`src/rtl/riscv_pkg.sv`:
```
// Shared RISC-V constants: opcodes, instruction length rule and field-slice widths.
package riscv_pkg;

    localparam int unsigned XLEN      = 32;
    localparam int unsigned HW_W      = 16;
    localparam int unsigned OPCODE_W  = 7;
    localparam int unsigned FUNCT3_W  = 3;
    localparam int unsigned FUNCT7_W  = 7;
    localparam int unsigned BUF_DEPTH = 4;
    localparam int unsigned BUF_CNT_W = 3;

    localparam logic [OPCODE_W-1:0] OPC_LOAD   = 7'h03;
    localparam logic [OPCODE_W-1:0] OPC_OP_IMM = 7'h13;
    localparam logic [OPCODE_W-1:0] OPC_AUIPC  = 7'h17;
    localparam logic [OPCODE_W-1:0] OPC_STORE  = 7'h23;
    localparam logic [OPCODE_W-1:0] OPC_OP     = 7'h33;
    localparam logic [OPCODE_W-1:0] OPC_LUI    = 7'h37;
    localparam logic [OPCODE_W-1:0] OPC_BRANCH = 7'h63;
    localparam logic [OPCODE_W-1:0] OPC_JALR   = 7'h67;
    localparam logic [OPCODE_W-1:0] OPC_JAL    = 7'h6F;
    localparam logic [OPCODE_W-1:0] OPC_SYSTEM = 7'h73;

    // Low two bits of 2'b11 mark a 32-bit instruction; anything else is compressed.
    localparam logic [1:0] LEN32_MARK = 2'b11;

    function automatic logic is_rvc(input logic [1:0] low_bits);
        return low_bits != LEN32_MARK;
    endfunction

endpackage

```
`src/rtl/ifetch_buf.sv`:
```
// Four-halfword align buffer: pop 0/1/2 from the head, append 0/1/2 at the tail, flush.
module ifetch_buf
    import riscv_pkg::*;
(
    input  logic              clk,
    input  logic              rst_n,
    input  logic              flush,
    input  logic [1:0]        pop_n,
    input  logic [1:0]        push_n,
    input  logic [XLEN-1:0]   push_data,
    output logic [HW_W-1:0]   head0_c,
    output logic [HW_W-1:0]   head1_c,
    output logic [BUF_CNT_W-1:0] cnt_c
);

    logic [BUF_DEPTH-1:0][HW_W-1:0] buf_q, buf_d, shf;
    logic [BUF_CNT_W-1:0] cnt_q, cnt_d, keep, rel;
    logic [HW_W-1:0]      push_lo;

    always_comb begin
        shf     = '0;
        buf_d   = '0;
        rel     = '0;
        keep    = cnt_q - BUF_CNT_W'(pop_n);
        // A single-halfword push is the high half of a word (redirect to pc[1]=1).
        push_lo = (push_n == 2'd1) ? push_data[31:16] : push_data[15:0];
        for (int i = 0; i < int'(BUF_DEPTH); i++) begin
            if (i + int'(pop_n) < int'(BUF_DEPTH)) begin
                shf[i] = buf_q[2'(i + int'(pop_n))];
            end
        end
        for (int i = 0; i < int'(BUF_DEPTH); i++) begin
            buf_d[i] = shf[i];
            if (BUF_CNT_W'(i) >= keep) begin
                rel = BUF_CNT_W'(i) - keep;
                if (rel < BUF_CNT_W'(push_n)) begin
                    buf_d[i] = (rel == '0) ? push_lo : push_data[31:16];
                end
            end
        end
        cnt_d = flush ? '0 : keep + BUF_CNT_W'(push_n);
    end

    always_ff @(posedge clk or negedge rst_n) begin
        if (!rst_n) begin
            buf_q <= '0;
            cnt_q <= '0;
        end else begin
            buf_q <= buf_d;
            cnt_q <= cnt_d;
        end
    end

    assign head0_c = buf_d[0];
    assign head1_c = buf_d[1];
    assign cnt_c   = cnt_d;

endmodule

```
`src/rtl/ifetch_align.sv`:
```
// Instruction fetch front end: issues word fetches, drops stale responses after a redirect,
// and presents aligned 16/32-bit instructions to decode.
module ifetch_align
    import riscv_pkg::*;
#(
    parameter logic [31:0] RESET_PC        = 32'h0000_0000,
    parameter int unsigned MAX_OUTSTANDING = 2
) (
    input  logic                clk,
    input  logic                rst_n,
    output logic                imem_req_valid,
    input  logic                imem_req_ready,
    output logic [XLEN-1:0]     imem_addr,
    input  logic                imem_rsp_valid,
    input  logic [XLEN-1:0]     imem_rsp_data,
    input  logic                redirect_valid,
    input  logic [XLEN-1:0]     redirect_pc,
    output logic                instr_valid,
    input  logic                instr_ready,
    output logic [XLEN-1:0]     instr,
    output logic [XLEN-1:0]     instr_pc,
    output logic                instr_is16,
    output logic [OPCODE_W-1:0] opcode,
    output logic [FUNCT3_W-1:0] funct3,
    output logic [FUNCT7_W-1:0] funct7
);

    localparam int unsigned CNT_W = $clog2(MAX_OUTSTANDING + 1);

    logic                 req_valid_q, req_valid_d;
    logic [XLEN-1:0]      addr_q, addr_d;
    logic [CNT_W-1:0]     out_q, out_d;
    logic [CNT_W-1:0]     drop_q, drop_d;
    logic                 skip_q, skip_d;
    logic [XLEN-1:0]      pc_q, pc_d;
    logic                 instr_valid_q, instr_valid_d;
    logic [XLEN-1:0]      instr_q, instr_d;
    logic                 is16_q, is16_d;

    logic                 req_fire, kept_rsp, dec_fire, complete;
    logic [1:0]           pop_n, push_n;
    logic [HW_W-1:0]      head0_c, head1_c;
    logic [BUF_CNT_W-1:0] cnt_c;

    ifetch_buf u_buf (
        .clk       (clk),
        .rst_n     (rst_n),
        .flush     (redirect_valid),
        .pop_n     (pop_n),
        .push_n    (push_n),
        .push_data (imem_rsp_data),
        .head0_c   (head0_c),
        .head1_c   (head1_c),
        .cnt_c     (cnt_c)
    );

    // Handshakes; a redirect kills both the decode handshake and any response this cycle.
    always_comb begin
        req_fire = req_valid_q && imem_req_ready;
        kept_rsp = imem_rsp_valid && (drop_q == '0) && !redirect_valid;
        dec_fire = instr_valid_q && instr_ready && !redirect_valid;
        pop_n    = dec_fire ? (is16_q ? 2'd1 : 2'd2) : 2'd0;
        push_n   = kept_rsp ? (skip_q ? 2'd1 : 2'd2) : 2'd0;
    end

    // Request, outstanding and drop bookkeeping.
    always_comb begin
        out_d  = out_q + CNT_W'(req_fire) - CNT_W'(imem_rsp_valid);
        drop_d = drop_q;
        skip_d = skip_q;
        addr_d = addr_q;
        pc_d   = pc_q + XLEN'({pop_n, 1'b0});
        if (req_fire) begin
            addr_d = addr_q + XLEN'(4);
        end
        if (kept_rsp) begin
            skip_d = 1'b0;
        end
        if (imem_rsp_valid && (drop_q != '0)) begin
            drop_d = drop_q - CNT_W'(1);
        end
        if (redirect_valid) begin
            drop_d = out_d;
            skip_d = redirect_pc[1];
            addr_d = redirect_pc & ~XLEN'(3);
            pc_d   = redirect_pc & ~XLEN'(1);
        end
        // Reserve room for every in-flight word plus the one about to be requested.
        req_valid_d = (32'(cnt_c) + (32'(out_d) << 1) + 32'd2 <= 32'(BUF_DEPTH))
                      && (32'(out_d) < MAX_OUTSTANDING);
    end

    // Decode-facing outputs are registered from the buffer's next state.
    always_comb begin
        complete      = (cnt_c >= BUF_CNT_W'(2))
                        || ((cnt_c == BUF_CNT_W'(1)) && is_rvc(head0_c[1:0]));
        instr_valid_d = complete;
        is16_d        = complete && is_rvc(head0_c[1:0]);
        instr_d       = '0;
        if (complete) begin
            instr_d = is_rvc(head0_c[1:0]) ? {16'h0000, head0_c} : {head1_c, head0_c};
        end
    end

    always_ff @(posedge clk or negedge rst_n) begin
        if (!rst_n) begin
            req_valid_q   <= 1'b0;
            addr_q        <= RESET_PC;
            out_q         <= '0;
            drop_q        <= '0;
            skip_q        <= 1'b0;
            pc_q          <= RESET_PC;
            instr_valid_q <= 1'b0;
            instr_q       <= '0;
            is16_q        <= 1'b0;
        end else begin
            req_valid_q   <= req_valid_d;
            addr_q        <= addr_d;
            out_q         <= out_d;
            drop_q        <= drop_d;
            skip_q        <= skip_d;
            pc_q          <= pc_d;
            instr_valid_q <= instr_valid_d;
            instr_q       <= instr_d;
            is16_q        <= is16_d;
        end
    end

    assign imem_req_valid = req_valid_q;
    assign imem_addr      = addr_q;
    assign instr_valid    = instr_valid_q;
    assign instr          = instr_q;
    assign instr_pc       = pc_q;
    assign instr_is16     = is16_q;
    assign opcode         = instr_q[6:0];
    assign funct3         = instr_q[14:12];
    assign funct7         = instr_q[31:25];

endmodule

```
`config.mk`:
```
export PLATFORM = sky130hd
export DESIGN_NAME = ifetch_align
export DESIGN_NICKNAME = d
export VERILOG_FILES = /design/src/rtl/riscv_pkg.sv /design/src/rtl/ifetch_buf.sv /design/src/rtl/ifetch_align.sv
export SDC_FILE = /design/constraint.sdc
export NUM_CORES = 1
export LEC_CHECK = 0
export BUFFER_PORTS_ARGS = -buffer_cell sky130_fd_sc_hd__buf_2
export CORE_MARGIN = 1
export CORE_UTILIZATION = 35
export CTS_CLUSTER_DIAMETER = 200
export DETAILED_ROUTE_END_ITERATION = 8
export HOLD_SLACK_MARGIN = 0.12
export PLACE_DENSITY_LB_ADDON = 0.1
export SLEW_MARGIN = 20
export SYNTH_ARGS = -nofsm -noshare
export SYNTH_HDL_FRONTEND = slang
export SYNTH_SLANG_ARGS = --single-unit
```
`constraint.sdc`:
```
create_clock -name clk -period 6.2 [get_ports clk]
set_input_delay 0.31 -clock clk [delete_from_list [all_inputs] [get_ports clk]]
set_output_delay 0.31 -clock clk [all_outputs]
set_load 0.03 [all_outputs]
```
# Word level (Yosys, flattened, before mapping)
# Cells that the tools add are included.
# W data, S select, Z words.
[op_classes]
add_sub_neg = 16
n_lt_le_gt_ge = 19
n_eq_ne = 3
n_mux = 43
reduce_logical = 20
[ops]
columns = ["op", "n"]
rows = [
  ["$mux W16", 25],
  ["$mux W32", 5],
  ["$bmux W16 S2", 4],
  ["$lt A32 B4 Y1 const B", 3],
  ["$add A32 B3 Y32", 1],
  ["$add A32 B3 Y32 const B", 1],
  ["$lt A2 B4 Y1 const B", 4],
  ["$logic_not A3 Y1", 4],
  ["$lt A3 B2 Y1", 4],
  ["$mux W2", 6],
  ["$logic_and A1 B1 Y1", 9],
  ["$reduce_bool A2 Y1", 4],
  ["$add A2 B2 Y3 const A", 2],
  ["$ge A1 B3 Y1 const A", 2],
  ["$ge A2 B3 Y1 const A", 2],
  ["$sub A1 B3 Y3 const A", 2],
  ["$sub A2 B3 Y3 const A", 2],
  ["$add A4 B2 Y5 const B", 1],
  ["$le A5 B3 Y1 const B", 1],
  ["$add A3 B3 Y4", 1],
  ["$add A1 B2 Y3 const A", 1],
  ["$add A3 B2 Y3", 1],
  ["$eq A3 B1 Y1 const B", 1],
  ["$ge A3 B2 Y1 const B", 1],
  ["13 further kinds", 14],
]
[totals]
regBits = 171
out_inout_bits = 116
elab_cells = 115

# Depth between registers and ports, before layout
[logic_depth]
ltp_word = 13
depth_mapped = 20

# By module
# A second synthesis with hierarchy kept.
[hier_totals]
hier_cells = 964
area_unflattened_um2 = 10482.6
[by_module_without_submodules]
columns = ["mod", "n_inst", "cells_per_inst", "area_per_inst_um2"]
rows = [
  ["ifetch_align", 1, 528, 5253.8],
  ["ifetch_buf", 1, 436, 5228.8],
]

# Least setup slack after synthesis
# OpenSTA, ideal clock, no wires.
[synth_path]
path_kind = "register to register"
startpoint = "register instr_valid_q (netlist: instr_valid)"
endpoint = "register req_valid_q (netlist: imem_req_valid)"
arrival_time_ps = 4763
setup_slack_ps = 1365
stages_incl_launch_ff = 20
n_path_buf = 4
cell_sequence = "dfrtp_1 -> and3b_1 -> and2_4 -> buf_6 -> inv_8 -> clkbuf_1 -> clkbuf_1 -> nor2_1 -> fa_1 -> clkbuf_1 -> inv_1 -> fa_1 -> and2_1 -> nor3_1 -> xor2_1 -> ha_1 -> ha_1 -> nor4_1 -> a21oi_1 -> nor2_1"
[synth_between]
elab_chain_cells = 10
[synth_rtl]
columns = ["item", "line", "text"]
rows = [
  ["from (decl)", "ifetch_align.sv:36", "logic instr_valid_q, instr_valid_d;"],
  ["from (signal assigned)", "ifetch_align.sv:123", "instr_valid_q <= instr_valid_d;"],
  ["$logic_and A1 B1 Y1 (2 in series)", "ifetch_align.sv:61", "dec_fire = instr_valid_q && instr_ready && !redirect_valid;"],
  ["$mux W2", "ifetch_align.sv:62", "pop_n = dec_fire ? (is16_q ? 2'd1 : 2'd2) : 2'd0;"],
  ["$sub A3 B2 Y3", "ifetch_buf.sv:24", "keep = cnt_q - BUF_CNT_W'(pop_n);"],
  ["$add A3 B2 Y3", "ifetch_buf.sv:41", "cnt_d = flush ? '0 : keep + BUF_CNT_W'(push_n);"],
  ["$mux W3", "ifetch_buf.sv:41", ""],
  ["via cnt_c[2]", "ifetch_align.sv:43", "logic [BUF_CNT_W-1:0] cnt_c;"],
  ["$add A3 B3 Y4", "ifetch_align.sv:89", "req_valid_d = (32'(cnt_c) + (32'(out_d) << 1) + 32'd2 <= 32'(BUF_DEPTH))"],
  ["$add A4 B2 Y5", "ifetch_align.sv:89", ""],
  ["$le A5 B3 Y1", "ifetch_align.sv:89", ""],
  ["$logic_and A1 B1 Y1", "ifetch_align.sv:90", "&& (32'(out_d) < MAX_OUTSTANDING);"],
  ["via req_valid_d", "ifetch_align.sv:30", "logic req_valid_q, req_valid_d;"],
  ["to (signal assigned)", "ifetch_align.sv:117", "req_valid_q <= req_valid_d;"],
  ["to (decl)", "ifetch_align.sv:30", ""],
]
# The timed path passes the listed nets, and every way through them passes these cells.
# A chain may end at the register's enable or synchronous reset.

# Final worst setup path
[layout_path]
startpoint = "register instr_valid_q (netlist: instr_valid)"
endpoint = "register instr_q[30] (netlist: instr[30])"
[layout_between]
word_cells_on_any_way = 38
classes_between = "5 x add/sub; 7 x order compare; 2 x eq/ne; 18 x mux; 6 x reduce/logical"
[layout_lines]
columns = ["item", "line", "text"]
rows = [
  ["$logic_and A1 B1 Y1 (*) (2 in series)", "ifetch_align.sv:61", ""],
  ["$mux W2 (*)", "ifetch_align.sv:62", ""],
  ["parallel branches: the longest is 6 deep, another holds $lt A32 B4 Y1", "n/a", ""],
  ["$mux W16 (*)", "ifetch_buf.sv:34", "if (BUF_CNT_W'(i) >= keep) begin"],
  ["via head1_c[14]", "ifetch_align.sv:42", "logic [HW_W-1:0] head0_c, head1_c;"],
  ["$mux W32 (*)", "ifetch_align.sv:101", "instr_d = is_rvc(head0_c[1:0]) ? {16'h0000, head0_c} : {head1_c, head0_c};"],
  ["$mux W32 (*)", "ifetch_align.sv:100", "if (complete) begin"],
  ["via instr_d[30]", "ifetch_align.sv:37", "logic [XLEN-1:0] instr_q, instr_d;"],
  ["to (signal assigned)", "ifetch_align.sv:124", "instr_q <= instr_d;"],
  ["to (decl)", "ifetch_align.sv:37", ""],
]
# Mark *: on every way through the listed nets, which the timed path passes. The select of a mux whose other input is x is not followed.

==> flow_summary.ini <==
[global_routing]
grt_max_degree = 71
grt_use_total_pct = 20.2
antenna_found_initial = 0
grt_pass1_wl_um = 43400
grt_pass1_vias = 7618
overflow = 0

[placed_design]
portBuffers = 181
detailed_place_hpwl_um = 18700
place_area_um2 = 10700
routabilityCongestion = 0.801

[die]
die_y_um = 168
ioPinCount = 186
die_x_um = 168
core_um2 = 27000
start_util_pct = 35.7
placementRows = 60
die-area_um2 = 28200

[worst_setup_path]
slowest_stage = or3_1
startpoint_type = register
arrival_ns = 5.24
cp_max_fo = 36
max_stage_delay_ns = 0.65
path_class = register to register
cp.required_ns = 6.57
crit_path_frequent_cell = nor2b_1
cp_cell_sequence = and3b_1, and2_4, inv_8, nor2_1, fa_1, xor2_1, inv_1, nand2_1, or3_1, nor2b_1, buf_4, o2bb2ai_1, nor2b_1
endpoint_kind = register

[sta]
fin_crit_ns = 4.87
slew_viol_final = 0
finClkSkew_ns = 0.0140
setup_tns_ns = 0
setup_viol = 0
rsz0062_at_grt = no
finalCritPeriodShare_pct = 78.5
hold_viol_final = 0
holdWs_ns = 0.129
slew_headroom_pct = 22.3
worst_pin_slew_ns = 1.17
max_freq_mhz = 205

[clock_network]
cts_made_buffers = 17
cts_tree = done
clkSinkCount = 168
clkLatencyLatePin_ns = 0.43
post_cts_resized = 0
cts-root-buf = clkbuf_16
clockBufferDepth = 2
path_clk_slew_ns = 0.08
post_cts_buffers = 0
htree_levels = 4

[cells_and_area]
stdcell_area_um2 = 11400
area_growth_pct = 18.8
antenna_cells = 0
nets = 1180
fill_cells = 2664
layout-drive-gt1-share_pct = 28.9

[synthesis]
synth-edff-count = 0
syn_inst = 933
async_flop_share_pct = 100
synth_common_cells = 168 x dfrtp_1, 140 x nand2_1, 57 x mux2i_1
synth_area_leader_cell = dfrtp_1
ys_warn_count = 0
synth-seq-cells = 168
yosysMostFrequentCell = dfrtp_1
synth.distinct_cells = 57
netlist.area_leader.share_pct = 43.6
syn_area_per_cell_um2 = 10.3
synth_area_leaders = dfrtp_1 44%, mux4_2 7.5%, mux2i_1 5.9%
synthesis.area_um2 = 9630
synth_ff_type = dfrtp_1
synth.yosys.seq_area_share_pct = 43.6

[routing]
post-route-drc-count = 0
drt_iter0_drc = 455
detail-route-antenna-nets = 0
vias = 7480
routedWlPerCell_um = 19.1
wl_um = 27500
viasPerCell = 5.19
first_pass_iters = 5

[power]
p_leak_nw = 5.35
power_density_nw_per_um2 = 413
ir_worst_vdd_mv = 0.195
power_mw = 4.73

[worst_hold_path]
hp-class = input pin to register

[run_status]
outcome = complete, no violations

[run]
max_cap_violations = 0
[cell type report]
class / count / area, um2 / area share [%]
Sequential cell: 168 / 4200 / 36.7
Multi-Input combinational cell: 666 / 4960 / 43.3
Tap cell: 341 / 427 / 3.73
Inverter: 28 / 113 / 0.984
Clock buffer: 18 / 429 / 3.75
Timing Repair Buffer: 206 / 1120 / 9.83
Clock inverter: 14 / 188 / 1.64
[power breakdown]
group / total [mW] / switching [mW] / internal (mW)
Combinational: 1.94 / 1.17 / 0.776
Clock: 1.14 / 0.489 / 0.647
Sequential: 1.65 / 0.242 / 1.41
[kinds of logic after synthesis]
group                    after synthesis  share of synthesized area (%)
AND/OR/NAND/NOR                      301                           14.9
adder cells (fa/ha/maj)               23                           3.22
buffers and inverters                101                           5.12
multiplexers                         114                           16.4
other                                  1                         0.0389
flip-flops                           168                           43.6
AO/OA/AOI/OAI                        160                           10.5
XOR/XNOR                              65                           6.10
[per-layer routing]
layer / GRT usage, % / routed length [um] / vias to the layer above
li1: - / - / 3576
met1: 27.6 / 12800 / 3661
met2: 33.2 / 13100 / 219
met3: 3.93 / 1330 / 24
met4: 4.43 / 275 / 0
met5: 0 / 0 / -
[sequential cells by signal, indices dropped and copies added (netlist names), 2 cells and up]
| name | count |
|---|---|
| u_buf.buf_q | 64 |
| drop_q | 2 |
| instr_pc | 31 |
| u_buf.cnt_q | 3 |
| instr | 32 |
| imem_addr | 30 |
| out_q | 2 |
[through the flow]
step / cells / setup WS, ns / util [%]
floorplan: 935 / 1.36 / -
global placement: 1399 / 1.33 / 39.8
detailed placement: 1399 / 1.23 / 39.8
CTS: 1441 / 1.29 / 42.5
global route: 1441 / 1.06 / 42.5
finish: 1441 / 1.33 / 42.5
[critical path: cells and delay by family, from the launching register on]
family                   cells  cell delay [ns]
buffers and inverters        3             0.92
XOR/XNOR                     1             0.60
AND/OR/NAND/NOR              7             2.23
AO/OA/AOI/OAI                1             0.24
flip-flops                   1             0.39
adder cells (fa/ha/maj)      1             0.38
[layout by cell type, fill, tap and decap left out, types with 21 or more instances in the layout]
cell | Yosys | routed
dfrtp_1 | 168 | 168
a21oi_1 | 32 | 32
buf_2 | 4 | 180
nor2_1 | 34 | 34
xor2_1 | 32 | 32
mux2_2 | 24 | 24
o21ai_0 | 51 | 51
mux4_2 | 32 | 32
inv_1 | 25 | 25
nand2_1 | 140 | 140
mux2i_1 | 57 | 57
xnor2_1 | 32 | 32
nand3_1 | 21 | 21
[final timing paths]
| check | startpoint | slack (ns) | end | cells past startpoint |
|---|---|---|---|---|
| min | redirect_pc[1] | 0.13 | instr_pc[1]$_DFF_PN0_ | 3 |
| max reg2reg | instr_valid$_DFF_PN0_ | 1.33 | instr[30]$_DFF_PN0_ | 13 |
| max in group asynchronous | rst_n | 4.57 | u_buf.buf_q[62]$_DFF_PN0_ | 3 |
| max | instr_valid$_DFF_PN0_ | 1.33 | instr[30]$_DFF_PN0_ | 13 |
| min in group asynchronous | rst_n | 0.35 | imem_addr[26]$_DFFE_PN0N_ | 2 |
| min reg2reg | out_q[0]$_DFF_PN0_ | 0.54 | out_q[0]$_DFF_PN0_ | 1 |
[what timing repair did]
action | 4_1_cts | 5_1_grt
hold buffers | 10 | 0
setup endpoints to repair | 0 | 0
hold endpoints to repair | 53 | 0
No activity file was read; power rests on OpenSTA's default activity.
